## src/rtl/iter_divider.sv

```systemverilog
// Restoring shift-and-subtract divider for DIV/DIVU.
// One quotient bit per clock, then a sign/zero fix-up cycle.
module iter_divider #(
  parameter int WIDTH = 32,
  parameter int CNT_W = 6
) (
  input  logic             clk,
  input  logic             rst,
  input  logic             start,
  input  logic             is_signed,
  input  logic [WIDTH-1:0] dividend,
  input  logic [WIDTH-1:0] divisor,
  input  logic             cancel,
  output logic             busy,
  output logic             done,
  output logic [WIDTH-1:0] quotient,
  output logic [WIDTH-1:0] remainder
);

  typedef enum logic [1:0] {
    IDLE,
    RUN,
    FIX,
    DONE
  } state_t;

  state_t state, nxt;

  logic [WIDTH-1:0] rem, quo, dmag, dvd_raw;
  logic [CNT_W-1:0] cnt;
  logic             sign_q, sign_r, dzero;

  logic             a_neg, b_neg;
  logic [WIDTH-1:0] a_mag, b_mag;
  logic [WIDTH:0]   shifted;
  logic [WIDTH+1:0] diff;
  logic             fits, last;
  logic [WIDTH-1:0] q_fix, r_fix;

  assign a_neg = is_signed & dividend[WIDTH-1];
  assign b_neg = is_signed & divisor[WIDTH-1];
  assign a_mag = a_neg ? -dividend : dividend;
  assign b_mag = b_neg ? -divisor : divisor;

  // Extra headroom bit: shifted partial remainder may exceed WIDTH bits
  assign shifted = {rem, quo[WIDTH-1]};
  assign diff    = {1'b0, shifted} - {2'b00, dmag};
  assign fits    = ~diff[WIDTH+1];
  assign last    = (cnt == CNT_W'(1));

  // Divide by zero overrides the sign fix-up
  assign q_fix = dzero  ? '1 :
                 sign_q ? -quo : quo;
  assign r_fix = dzero  ? dvd_raw :
                 sign_r ? -rem : rem;

  always_ff @(posedge clk or posedge rst) begin
    if (rst) state <= IDLE;
    else     state <= nxt;
  end

  always_comb begin
    nxt = state;
    case (state)
      IDLE: if (start) nxt = RUN;
      RUN: begin
        if (cancel)    nxt = IDLE;
        else if (last) nxt = FIX;
      end
      FIX:  nxt = cancel ? IDLE : DONE;
      DONE: nxt = IDLE;
      default: nxt = IDLE;
    endcase
  end

  always_comb begin
    busy = (state == RUN) || (state == FIX);
    done = (state == DONE);
  end

  always_ff @(posedge clk or posedge rst) begin
    if (rst) begin
      rem       <= '0;
      quo       <= '0;
      dmag      <= '0;
      dvd_raw   <= '0;
      cnt       <= '0;
      sign_q    <= 1'b0;
      sign_r    <= 1'b0;
      dzero     <= 1'b0;
      quotient  <= '0;
      remainder <= '0;
    end else begin
      if (state == IDLE && start) begin
        rem     <= '0;
        quo     <= a_mag;
        dmag    <= b_mag;
        dvd_raw <= dividend;
        dzero   <= (divisor == '0);
        sign_q  <= a_neg ^ b_neg;
        sign_r  <= a_neg;
        cnt     <= CNT_W'(WIDTH);
      end else if (state == RUN && !cancel) begin
        rem <= fits ? diff[WIDTH-1:0] : shifted[WIDTH-1:0];
        quo <= {quo[WIDTH-2:0], fits};
        cnt <= cnt - CNT_W'(1);
      end else if (state == FIX && !cancel) begin
        quotient  <= q_fix;
        remainder <= r_fix;
      end
    end
  end

endmodule

```

## config.mk

```make
export PLATFORM = sky130hd
export DESIGN_NAME = iter_divider
export DESIGN_NICKNAME = d
export VERILOG_FILES = /design/src/rtl/iter_divider.sv
export SDC_FILE = /design/constraint.sdc
export NUM_CORES = 1
export LEC_CHECK = 0
export BUFFER_PORTS_ARGS = -buffer_cell sky130_fd_sc_hd__buf_2
export CORE_MARGIN = 2
export CORE_UTILIZATION = 45
export CTS_CLUSTER_SIZE = 40
export DETAILED_ROUTE_END_ITERATION = 8
export GPL_TIMING_DRIVEN = 0
export PLACE_DENSITY = 0.66
export SYNTH_ARGS = -nofsm -noshare
export SYNTH_HDL_FRONTEND = slang
export SYNTH_SLANG_ARGS = --single-unit
```

## constraint.sdc

```tcl
create_clock -name clk -period 7.1 [get_ports clk]
set_clock_uncertainty 0.2 [all_clocks]
set_input_delay 1.42 -clock clk [delete_from_list [all_inputs] [get_ports clk]]
set_output_delay 1.42 -clock clk [all_outputs]
set_load 0.02 [all_outputs]
```

==> results.toml <==
[status]
status = "completed"

[global_routing]
grt_pass1_wl_um = 57200
grt_pass1_vias = 10800
antenna_found_initial = 0
grt-ovfl-total = 0
grt_max_degree = 41
grt.total_usage = 0.246

[route]
drc = 0
routed_via_density = 5.45
vias = 11500
ant_nets = 0
drt_iter0_markers = 803
wl_per_cell_um = 17.5
drtPass1Iterations = 5
wirelength_um = 36700

[clock_tree]
clkTransAtPathRegs_ps = 60
clkLatencyLatePin_ps = 520
cts_tree = "done"
root_buffer = "clkbuf_16"
hold_buffers = 0
ctsLongestPathBuffers = 3
htree_levels = 1
post_cts_buffers = 0
cts_buffers = 25
clock-sinks = 203
cts.repair.resized = 0

[worst_setup_path]
worstPathArrival_ps = 4600
cp_data_required_time_ps = 7340
worstPathMaxFanout = 10
rr_worst_depth = 11
start_kind = "register"
path_class = "reg2reg"
end_kind = "register"

[power_and_ir_drop]
power_switching_mw = 3.40
p_leak_nw = 6.77
ir_drop_uv = 193
powerDensity_mw_per_mm2 = 505
clkPwrFrac = 0.170
sw_frac_of_total = 0.456
p_comb_frac = 0.532
p_seq_frac = 0.298
intPower_mw = 4.05

[synthesis]
ys_types = 64
synthTopCellsByCount = "nand2_1, dfrtp_1, o21ai_0"
synthArstFlopShare = 1.00
synth_area_leaders = "dfrtp_1, nand2_1, xor2_1"
synth_seq_area_share = 0.401
syn_nets = 1652
synth_edf_count = 0
ys_ff_latch = 203
synth_top_cell_by_area = "dfrtp_1"
yosysMostFrequentCell = "nand2_1"
synth_top_flop_cell = "dfrtp_1"
yosysWarnings = 0
synth_area_mm2 = 0.0127
yosys.area.top_type_share = 0.401
postSynthCellCount = 1539
synth.avg_cell_area_um2 = 8.23

[run]
drv_cap = 0

[place]
dp_hpwl_um = 28700
io_buffers = 134
gp_congestion = 0.893

[sta]
finalSetupViolations = 0
max_freq_ghz = 0.229
fin_setup_tns_ps = 0
max_slew_margin = 0.363
finalCriticalPeriod_ps = 4360
post-route-period-util = 0.614
drv_slew = 0
hold_viol_final = 0
tightest_slew_ps = 956
holdWs_ps = 264
rsz0062_at_grt = "false"

[worst_hold_path]
min_path_cells = 2
hp-class = "reg2reg"

[floorplan]
ioPinCount = 135
rows = 61
die-height_um = 172
fp.dieW_um = 172
core_mm2 = 0.0278
start_util = 0.456
die_area_mm2 = 0.0295

[layout]
antenna_cells = 0
fin_nets = 1818
syn_to_final_growth_pct = 16.3
drive_above_1_share = 0.113
final cells by class:
type	instances	area (um2)
buffer	86	325
clock buffer	35	713
multi-input combinational	1189	7040
tap	378	473
inverter	61	233
timing repair buffer	139	771
sequential	203	5080
clock inverter	9	103
fill	2692	13000
sequential cells by signal, summed over array words and instances, names as in the netlist:
name and flops:
cnt 6, quotient 32, sign_r 1, sign_q 1, quo 32, rem 32, dzero 1, dmag 32
remainder 32, state 2, dvd_raw 32
cell usage in the layout (no fill, tap or decap), types with 5 or more instances in the layout:
cell type	count
and3_1	7
nand3b_1	5
o21ai_1	6
a31oi_1	40
clkbuf_8	5
a21oi_1	134
clkbuf_1	77
a211oi_1	6
buf_1	12
nor3_1	24
o21ai_0	141
or3_1	12
mux2i_1	31
nand2b_1	11
buf_2	136
a21o_1	19
or4_1	13
nand3_1	8
xor2_1	88
o41ai_1	10
clkbuf_16	25
inv_1	60
ha_1	43
nand2_1	286
nor2_1	137
dfrtp_1	203
and2_1	6
buf_12	5
o31ai_1	28
xnor2_1	62
nor4_1	10
nor2b_1	5
final timing paths:
check	end	slack (ps)	start
min in group asynchronous	dmag[23]	800	rst
worst max-delay path	rem[30]	2740	rem[2]
worst max register to register	rem[30]	2740	rem[2]
worst min-delay path	quotient[2]	260	quotient[2]
worst min register to register	quotient[2]	260	quotient[2]
max in group asynchronous	remainder[29]	4760	rst
power groups by stage:
stage	logic, mW	registers, mW	clock network, mW
finish	3.96	2.22	1.27
global route	4.40	2.29	1.34
CTS	3.95	2.21	1.28
detailed placement	3.93	2.23	0
global placement	3.84	2.21	0
floorplan	2.78	2.27	0
critical path, cell delays in order, from the launching register on:
cell and delay [ps]:
dfrtp_1 490, ha_1 420, nand3_1 90, o21ai_0 490, a21oi_1 280, a211oi_1 500, a211oi_1 180, o31ai_1 220
buf_1 530, clkbuf_1 490, o311ai_0 250, o211ai_1 140
metrics by stage:
| step | util | worst slack, ps | cells | instance area [um2] | total power, mW |
|---|---|---|---|---|---|
| after floorplan | - | 2850 | 1539 | 12700 | 5.05 |
| after global placement | 0.497 | 1550 | 2051 | 13800 | 6.05 |
| after detailed placement | 0.501 | 2810 | 2056 | 13900 | 6.15 |
| after CTS | 0.530 | 2790 | 2100 | 14700 | 7.44 |
| after global routing | 0.530 | 2510 | 2100 | 14700 | 8.02 |
| final | 0.530 | 2740 | 2100 | 14700 | 7.44 |
cells by family after synthesis:
kind of cell | after synthesis | synth area share
AND/OR/NAND/NOR | 547 | 0.189
AO/OA/AOI/OAI | 416 | 0.193
flip-flops | 203 | 0.401
XOR/XNOR | 150 | 0.104
buffers and inverters | 147 | 0.0437
adder cells (fa/ha/maj) | 44 | 0.0440
multiplexers | 32 | 0.0254
metal layers:
layer | global-route usage | wire length (um)
met1 | 0.346 | 16900
met3 | 0.0318 | 2360
met2 | 0.396 | 16500
met5 | 0 | 0
met4 | 0.0720 | 966
No activity file was read; power rests on OpenSTA's default activity.
